===== config.mk =====
export PLATFORM = sky130hd
export DESIGN_NAME = bk_pipe_adder
export DESIGN_NICKNAME = d
export VERILOG_FILES = /design/src/rtl/bk_pipe_adder.sv
export SDC_FILE = /design/constraint.sdc
export NUM_CORES = 1
export LEC_CHECK = 0
export CELL_PAD_IN_SITES_DETAIL_PLACEMENT = 0
export CELL_PAD_IN_SITES_GLOBAL_PLACEMENT = 1
export CORE_ASPECT_RATIO = 1.5
export CORE_MARGIN = 10
export CORE_UTILIZATION = 36
export DETAILED_ROUTE_END_ITERATION = 6
export PLACE_DENSITY = 0.66
export RECOVER_POWER = 25
export SLEW_MARGIN = 40
export SYNTH_ARGS = -nofsm -noshare
export SYNTH_HDL_FRONTEND = slang
export SYNTH_SLANG_ARGS = --single-unit

===== constraint.sdc =====
create_clock -name clk -period 2 [get_ports clk]
set_input_delay 0.4 -clock clk [delete_from_list [all_inputs] [get_ports clk]]
set_output_delay 0.4 -clock clk [all_outputs]
set_load 0.02 [all_outputs]

===== src/rtl/bk_pipe_adder.sv =====
// Pipelined Brent-Kung prefix adder with valid/ready flow control and multi-word carry chaining.
// Prefix levels are split into STAGES register groups; a global stall holds every stage.
module bk_pipe_adder #(
    parameter int WIDTH  = 32,
    parameter int STAGES = 2
) (
    input  logic             clk,
    input  logic             rst_n,
    input  logic             in_valid,
    output logic             in_ready,
    input  logic [WIDTH-1:0] in_a,
    input  logic [WIDTH-1:0] in_b,
    input  logic             in_cin,
    input  logic             in_chain,
    output logic             out_valid,
    input  logic             out_ready,
    output logic [WIDTH-1:0] out_sum,
    output logic             out_cout,
    output logic             out_ovf,
    output logic             busy
);
    localparam int LOG    = $clog2(WIDTH);
    localparam int LEVELS = 2 * LOG - 1;
    localparam int BASE   = LEVELS / STAGES;
    localparam int EXTRA  = LEVELS % STAGES;

    typedef struct packed {
        logic [WIDTH-1:0] g;
        logic [WIDTH-1:0] p;
        logic [WIDTH-1:0] pb;
        logic             cin;
    } stage_t;

    // First level of group s; the leading EXTRA groups take one extra level.
    function automatic int grp_lo(input int s);
        return s * BASE + ((s < EXTRA) ? s : EXTRA);
    endfunction

    function automatic stage_t bk_level(input int l, input stage_t x);
        stage_t y;
        int     d;
        y = x;
        d = (l < LOG) ? (2 << l) : (1 << (2 * LOG - 1 - l));
        for (int i = 0; i < WIDTH; i++) begin
            if ((l < LOG) ? ((i + 1) % d == 0) : (((i + 1) % d == d / 2) && (i >= d))) begin
                y.g[i] = x.g[i] | (x.p[i] & x.g[i-d/2]);
                y.p[i] = x.p[i] & x.p[i-d/2];
            end
        end
        return y;
    endfunction

    logic [STAGES:1] vld_pipe;
    stage_t          stg_q [1:STAGES];
    stage_t          stg_d [1:STAGES];
    stage_t          src;
    logic            advance, accept, chain_block, cin_eff;
    logic            carry_q, carry_known;
    logic [WIDTH-1:0] carry;

    assign out_valid   = vld_pipe[STAGES];
    assign busy        = |vld_pipe;
    assign advance     = ~out_valid | out_ready;
    assign chain_block = in_chain & (busy | ~carry_known);
    assign in_ready    = advance & ~chain_block;
    assign accept      = in_valid & in_ready;
    assign cin_eff     = in_chain ? carry_q : in_cin;

    always_comb begin
        logic [WIDTH-1:0] pb;
        pb      = in_a ^ in_b;
        src     = '0;
        src.pb  = pb;
        src.p   = pb;
        src.g   = in_a & in_b;
        src.g[0] = (in_a[0] & in_b[0]) | (pb[0] & cin_eff);
        src.cin = cin_eff;
    end

    // Each stage applies its own slice of levels to the previous stage's registers.
    always_comb begin : prefix
        stage_t cur;
        stg_d = '{default: '0};
        cur   = src;
        for (int s = 0; s < STAGES; s++) begin
            for (int l = 0; l < LEVELS; l++)
                if (l >= grp_lo(s) && l < grp_lo(s + 1)) cur = bk_level(l, cur);
            stg_d[s+1] = cur;
            cur        = stg_q[s+1];
        end
    end

    always_ff @(posedge clk or negedge rst_n) begin
        if (!rst_n) begin
            vld_pipe    <= '0;
            carry_q     <= 1'b0;
            carry_known <= 1'b0;
            for (int s = 1; s <= STAGES; s++) stg_q[s] <= '0;
        end else begin
            if (advance) begin
                vld_pipe[1] <= accept;
                if (accept) stg_q[1] <= stg_d[1];
                for (int s = 2; s <= STAGES; s++) begin
                    vld_pipe[s] <= vld_pipe[s-1];
                    if (vld_pipe[s-1]) stg_q[s] <= stg_d[s];
                end
            end
            if (out_valid & out_ready) begin
                carry_q     <= out_cout;
                carry_known <= 1'b1;
            end
        end
    end

    assign carry    = {stg_q[STAGES].g[WIDTH-2:0], stg_q[STAGES].cin};
    assign out_sum  = stg_q[STAGES].pb ^ carry;
    assign out_cout = stg_q[STAGES].g[WIDTH-1];
    assign out_ovf  = carry[WIDTH-1] ^ stg_q[STAGES].g[WIDTH-1];
endmodule


==> impl_metrics.env, run 1 <==
export IMPL_synth_lib_cells_used_distinct=29
export IMPL_clkPwrFrac=0.236
export IMPL_p_int_mw=8.475
export IMPL_grt_first_pass_wirelength_um=25070
export IMPL_fmaxAchievable_mhz=525.3
export IMPL_setup_violations=0
export IMPL_core_um2=18390
export IMPL_post_route_min_period_ps=1904
export IMPL_r2r_slack_ps=220
export IMPL_critPathLaunchType="register"
export IMPL_cp_end_kind="output pin"
export IMPL_drt_iter0_drc=143
export IMPL_required_ps=1600
export IMPL_grt_util_all_layers=0.1237
export IMPL_whs_ps=484.9
export IMPL_cts_clk_slew_worst_paths_ps=60
export IMPL_numCtsBuffers=17
export IMPL_cp_max_fo=4
export IMPL_fin_worst_skew_ps=14.59
export IMPL_outcome="complete, no violations"
export IMPL_path_class="register to output pin"
export IMPL_worstPathArrival_ps=1500
export IMPL_cts_tree="done"
export IMPL_dpl_cell_area_um2=8534
export IMPL_stdcell_count=941
export IMPL_ys_ff_latch=145
export IMPL_root_buffer="clkbuf_16"
export IMPL_stdcell_area_um2=9079
export IMPL_drive_above_1_share=0.3019
export IMPL_placed_cells=908
export IMPL_row_count=61
export IMPL_synth_avg_cell_area_um2=13.27
export IMPL_insertion_delay_ps=410
export IMPL_dr_pass1_iters=5
export IMPL_synth_area_um2=6699
export IMPL_via_per_inst=4.666
export IMPL_synthCells=505
export IMPL_synth_nets=607
export IMPL_drt_total_wl_um=14530
export IMPL_p_sw_mw=4.477
export IMPL_initial_core_util=0.3642
export IMPL_post_route_drc_count=0
export IMPL_gp_congestion=0.7715
export IMPL_first_global_vias=4993
export IMPL_pwr_share_comb=0.387
export IMPL_yosysSeqAreaShare=0.5417
export IMPL_diodes=0
export IMPL_path_cells="buf_4 > clkdlybuf4s50_1"
export IMPL_ir_drop_mv=0.6585
export IMPL_die_x_um=131.4
export IMPL_relSlewSlack=0.1533
export IMPL_io_pins=107
export IMPL_maxSlewViolCount=0
export IMPL_grt_max_degree=50
export IMPL_port_buffers=106
export IMPL_via_count=4391
export IMPL_hp_class="register to register"
export IMPL_design_die_area_um2=24580
export IMPL_wl_per_cell_um=15.44
export IMPL_swShare=0.3457
export IMPL_final_core_util=0.4936
export IMPL_max_cap_viol_count=0
export IMPL_tightest_slew_ps=1270
export IMPL_area_growth_pct=35.52
export IMPL_rsz0062_at_grt="no"
export IMPL_min_period_over_period=0.9519
export IMPL_critical_path_max_stage_delay_ps=620
export IMPL_clock_sinks=145
export IMPL_pwr_share_seq=0.376
export IMPL_die_h_um=187.1
export IMPL_ys_warn_count=0
export IMPL_htreeDepth=4
export IMPL_post_dp_hpwl_um=11020
export IMPL_p_leak_nw=4.373
export IMPL_gr_total_overflow=0
export IMPL_antenna_left=0
export IMPL_antenna_found_initial=0
export IMPL_p_per_area_nw_per_um2=1427
export IMPL_fill_cells=1688
export IMPL_finalNetCount=778
export IMPL_clockBufferDepth=2
export IMPL_critPathSlowestCell="clkdlybuf4s50_1"
export IMPL_finalHoldViolCount=0
[routing by layer]
metal,GRT usage,part of all wire,vias up
met4,0.04764,0.013,0
met1,0.1415,0.43,2175
met2,0.2194,0.53,74
li1,-,-,2131
met5,0,0,-
met3,0.02688,0.027,11
[synth_stat cells]
cell	number	area share
mux2_4	54	0.12
buf_6	6	0.010
nor2_1	3	0.0017
buf_2	8	0.0060
nor4_2	1	0.0019
o21ai_0	23	0.017
or2_1	1	0.00093
clkbuf_1	4	0.0022
nand2_4	1	0.0017
a2bb2oi_1	1	0.0013
mux2_2	52	0.087
a221oi_1	1	0.0013
nand2b_1	2	0.0019
a21oi_1	32	0.024
inv_1	3	0.0017
nor3_1	2	0.0015
o21bai_1	1	0.0011
o211ai_1	1	0.0011
and2_1	2	0.0019
dfrtp_1	145	0.54
nand4_1	5	0.0047
a21o_1	12	0.013
o221ai_2	1	0.0022
o21ai_1	22	0.016
and3_1	1	0.00093
xor2_1	33	0.043
nand2_1	55	0.031
ha_1	32	0.060
a211oi_1	1	0.0011
[power by group through the flow]
stage,combinational (mW),sequential (mW),clock [mW]
2_1_floorplan,3.27,4.73,0
3_3_place_gp,5.55,4.87,0
3_5_place_dp,5.58,4.94,0
4_1_cts,5.20,4.89,3.15
5_1_grt,5.49,5.05,3.26
6_report,5.02,4.87,3.06
[worst paths after layout]
path | from | end | cells past startpoint
worst max-delay path | vld_pipe[2] | out_valid | 2
worst min-delay path | stg_q[143] | stg_q[143] | 2
worst max register to register | vld_pipe[1] | stg_d[96] | 7
worst min register to register | stg_q[143] | stg_q[143] | 2
max in group asynchronous | rst_n | stg_d[10] | 3
min in group asynchronous | rst_n | prefix.cur[23] | 2
[repair_timing]
action,4_1_cts,5_1_grt
hold buffers,1,0
gates resized for setup,33,7
setup buffers,0,0
setup endpoints to repair,32,7
hold endpoints to repair,45,0
[logic make-up after synthesis]
logic type	synth area share
flip-flops	0.5417
multiplexers	0.2084
AO/OA/AOI/OAI	0.07919
AND/OR/NAND/NOR	0.04782
XOR/XNOR	0.04315
adder cells (fa/ha/maj)	0.05977
buffers and inverters	0.01998
[cells in the final DEF, fill, tap and decap left out, types with 2 or more instances in the layout]
master / Yosys / final
a21o_1: 12 / 12
a21oi_1: 32 / 32
and2_1: 2 / 2
buf_12: 0 / 7
buf_4: 0 / 53
clkbuf_16: 0 / 17
clkbuf_2: 0 / 2
clkdlybuf4s50_1: 0 / 69
clkinv_2: 0 / 2
clkinvlp_4: 0 / 3
dfrtp_1: 145 / 145
dlygate4sd2_1: 0 / 29
dlygate4sd3_1: 0 / 2
dlymetal6s2s_1: 0 / 5
ha_1: 32 / 32
inv_1: 3 / 3
inv_6: 0 / 5
inv_8: 0 / 3
mux2_2: 52 / 52
mux2_4: 54 / 54
nand2_1: 55 / 54
nand2_4: 1 / 2
nand2b_1: 2 / 2
nand4_1: 5 / 5
nor2_1: 3 / 3
nor3_1: 2 / 2
o21ai_0: 23 / 22
o21ai_1: 22 / 23
xor2_1: 33 / 33
[critical path, delay by kind of cell, from the launching register on]
kind,cells,cell delay [ps]
flip-flops,1,340
buffers and inverters,2,750
[flip-flops by register name, indices dropped and copies added, names as in the netlist]
signal / flops
vld_pipe: 2
carry_known: 1
stg_q: 51
out_cout: 1
prefix.cur: 32
stg_d: 25
carry: 32
carry_q: 1
[metrics by stage]
step	total power [mW]	setup slack [ps]	TNS [ps]
after floorplan	8.002	44.15	0
final	12.95	96.30	0
after global placement	10.42	-411.1	-6423
after CTS	13.24	3.496	0
after detailed placement	10.52	-473.4	-7010
after global routing	13.80	7.564	0
[cell type report]
| class | instances | area (µm²) | area share |
|---|---|---|---|
| flip-flops and latches | 145 | 3628 | 0.3997 |
| multi-input cells | 339 | 2950 | 0.3250 |
| repair buffers | 170 | 1599 | 0.1761 |
| clock buffers | 17 | 425.4 | 0.04686 |
| well taps | 252 | 315.3 | 0.03473 |
| clock inverters | 15 | 148.9 | 0.01640 |
| inverters | 3 | 11.26 | 0.001240 |
(Power assumes the default switching activity.)
==> run 2, diff against run 1 <==
CTS_CLUSTER_SIZE = 20   (was default)
==> results of run 2 <==
Same layout as run 1: the final DEF is identical, and so are final timing and power.
==> run 3, diff against run 2 <==
ABC_AREA = 1   (was default)
PLACE_DENSITY = 0.7   (was 0.66)
==> run 3 against run 2 <==
Net effect: clock-buffer cell count increased by 2; synthesized cell count rose by 44%; clock skew decreased by 4.3 ps; combinational power fell by 15%; global-route usage is 1.5 points higher; non-clock buffer count fell by 16; worst setup slack improved by 2.2 ps; critical path type unchanged; critical endpoint is now busy; highest routed layer unchanged.
==> impl_metrics.env, run 3 <==
export IMPL_antenna_left=0
export IMPL_insertion_delay_ps=410
export IMPL_ir_drop_mv=0.5204
export IMPL_largest_register="stg_q"
export IMPL_diodes=0
export IMPL_p_leak_nw=4.505
export IMPL_drive_above_1_share=0.1040
export IMPL_cp_max_fo=3
export IMPL_grt_first_pass_wirelength_um=26920
export IMPL_die_h_um=185.9
export IMPL_design_die_area_um2=24290
export IMPL_synth_nets=831
export IMPL_stdcell_area_um2=8727
export IMPL_numCtsBuffers=17
export IMPL_required_ps=1600
export IMPL_drt_iter0_drc=290
export IMPL_yosysSeqAreaShare=0.5490
export IMPL_core_um2=18020
export IMPL_dpl_cell_area_um2=8180
export IMPL_total_power_mw=12.02
export IMPL_largest_reg_flops=51
export IMPL_io_pins=107
export IMPL_dr_pass1_iters=5
export IMPL_synthCells=729
export IMPL_synth_most_common_cell="nand2_1"
export IMPL_cts_clk_slew_worst_paths_ps=60
export IMPL_r2r_slack_ps=430
export IMPL_htreeDepth=4
export IMPL_outcome="complete, no violations"
export IMPL_antenna_found_initial=0
export IMPL_via_per_inst=4.773
export IMPL_via_count=5260
export IMPL_hp_start="carry_known"
export IMPL_r2r_end="stg_d[96]"
export IMPL_post_dp_hpwl_um=12010
export IMPL_min_period_over_period=0.9507
export IMPL_min_to="carry_known"
export IMPL_cp_end_kind="output pin"
export IMPL_synth_common_cells="nand2_1, dfrtp_1, o21ai_0"
export IMPL_port_buffers=106
export IMPL_clock_sinks=145
export IMPL_fin_worst_skew_ps=10.29
export IMPL_r2r_cells=14
export IMPL_initial_core_util=0.3668
export IMPL_final_cell_mix="nand2_1, dfrtp_1, o21ai_0"
export IMPL_critPathLaunchType="register"
export IMPL_multiInputGateArea_um2=2537
export IMPL_first_global_vias=5611
export IMPL_finalHoldViolCount=0
export IMPL_final_common_cell="nand2_1"
export IMPL_synth_edf_count=0
export IMPL_synth_avg_cell_area_um2=9.066
export IMPL_post_route_min_period_ps=1901
export IMPL_synth_area_leaders="dfrtp_1, nand2_1, ha_1"
export IMPL_grt_max_degree=73
export IMPL_hp_class="register to register"
export IMPL_ys_warn_count=0
export IMPL_root_buffer="clkbuf_16"
export IMPL_fill_cells=1753
export IMPL_relSlewSlack=0.3639
export IMPL_dominantRegCellSynth="dfrtp_1"
export IMPL_r2r_start="carry_q"
export IMPL_die_x_um=130.6
export IMPL_fmaxAchievable_mhz=525.9
export IMPL_clockBufferDepth=2
export IMPL_wl_per_cell_um=14.69
export IMPL_grt_util_all_layers=0.1385
export IMPL_drt_total_wl_um=16190
export IMPL_row_count=60
export IMPL_ys_ff_latch=145
export IMPL_ys_async_sr_fraction=1.000
export IMPL_worstPathArrival_ps=1500
export IMPL_maxSlewViolCount=0
export IMPL_synth_lib_cells_used_distinct=30
export IMPL_max_cap_viol_count=0
export IMPL_yosysTopAreaCell="dfrtp_1"
export IMPL_gp_congestion=0.8159
export IMPL_area_growth_pct=32.05
export IMPL_cts_tree="done"
export IMPL_post_route_drc_count=0
export IMPL_p_per_area_nw_per_um2=1377
export IMPL_hold_depth=2
export IMPL_finalNetCount=975
export IMPL_rsz0062_at_grt="no"
export IMPL_ff_latch_area_um2=3628
export IMPL_synth_area_um2=6609
export IMPL_tightest_slew_ps=954.1
export IMPL_path_class="register to output pin"
export IMPL_yosys_area_top_type_share=0.5490
export IMPL_setup_violations=0
export IMPL_gr_total_overflow=0
run 3: changes by cell type after synthesis, sizes merged, moves of 3 or more:
cell	change
o31ai	+3
a21o	-12
buf	+3
nor4	+3
mux2	-106
nand3	+8
o21bai	+5
o21ai	+50
clkbuf	+8
a21oi	-4
nand2	+201
inv	+67
run 3: logic make-up after synthesis:
| logic type | count (synthesis) | share of synthesized area |
|---|---|---|
| adder cells (fa/ha/maj) | 32 | 0.06058 |
| flip-flops | 145 | 0.5490 |
| buffers and inverters | 99 | 0.06664 |
| AO/OA/AOI/OAI | 139 | 0.1123 |
| AND/OR/NAND/NOR | 281 | 0.1677 |
| XOR/XNOR | 33 | 0.04373 |
run 3: final cells by class:
| class | count | share of cell area |
|---|---|---|
| inverters | 70 | 0.03011 |
| clock buffers | 19 | 0.05075 |
| multi-input cells | 485 | 0.2908 |
| well taps | 217 | 0.03111 |
| repair buffers | 154 | 0.1662 |
| clock inverters | 12 | 0.01534 |
| flip-flops and latches | 145 | 0.4158 |
run 3: critical path, stage by stage, from the launching register on:
cell and delay (ps):
dfrtp_1 380, inv_2 50, nand2_2 60, clkdlybuf4s50_1 600
run 3: how the worst max path moves through the flow:
stage,start,endpoint
4_1_cts,carry[12],out_sum[12]
2_1_floorplan,vld_pipe[2],stg_q[155]
6_report,vld_pipe[2],busy
3_5_place_dp,in_b[0],stg_d[96]
3_3_place_gp,in_a[0],stg_d[96]
5_1_grt,in_b[0],stg_d[96]
run 3: metrics by stage:
stage               std cells  setup slack [ps]  hold slack [ps]    util  setup TNS [ps]
finish                   1102             98.51            465.0  0.4844               0
global route             1102             1.842            475.2  0.4844               0
CTS                      1102             4.479            451.1  0.4845               0
detailed placement       1070            -243.5            324.1  0.4540          -765.5
global placement         1070            -227.9            315.8  0.4540          -742.8
floorplan                 729             413.0            104.4       -               0
run 3: timing repair:
| item | in CTS | in global routing |
|---|---|---|
| setup buffers | 0 | 0 |
| hold buffers | 1 | 0 |
| setup endpoints to repair | 30 | 5 |
| hold endpoints to repair | 32 | 0 |
| gates resized for setup | 30 | 6 |
run 3: per-layer routing:
layer	wire, µm	up-vias	track usage
met5	0	-	0
met4	249	0	0.04864
met3	586	13	0.02962
met2	8765	104	0.2511
met1	6586	2528	0.1544
li1	-	2615	-
run 3: where the power goes:
part | leakage [nW] | switching [mW] | internal, mW
Clock | 0.268 | 1.24 | 1.87
Combinational | 2.40 | 2.51 | 1.75
Sequential | 1.84 | 0.663 | 3.99
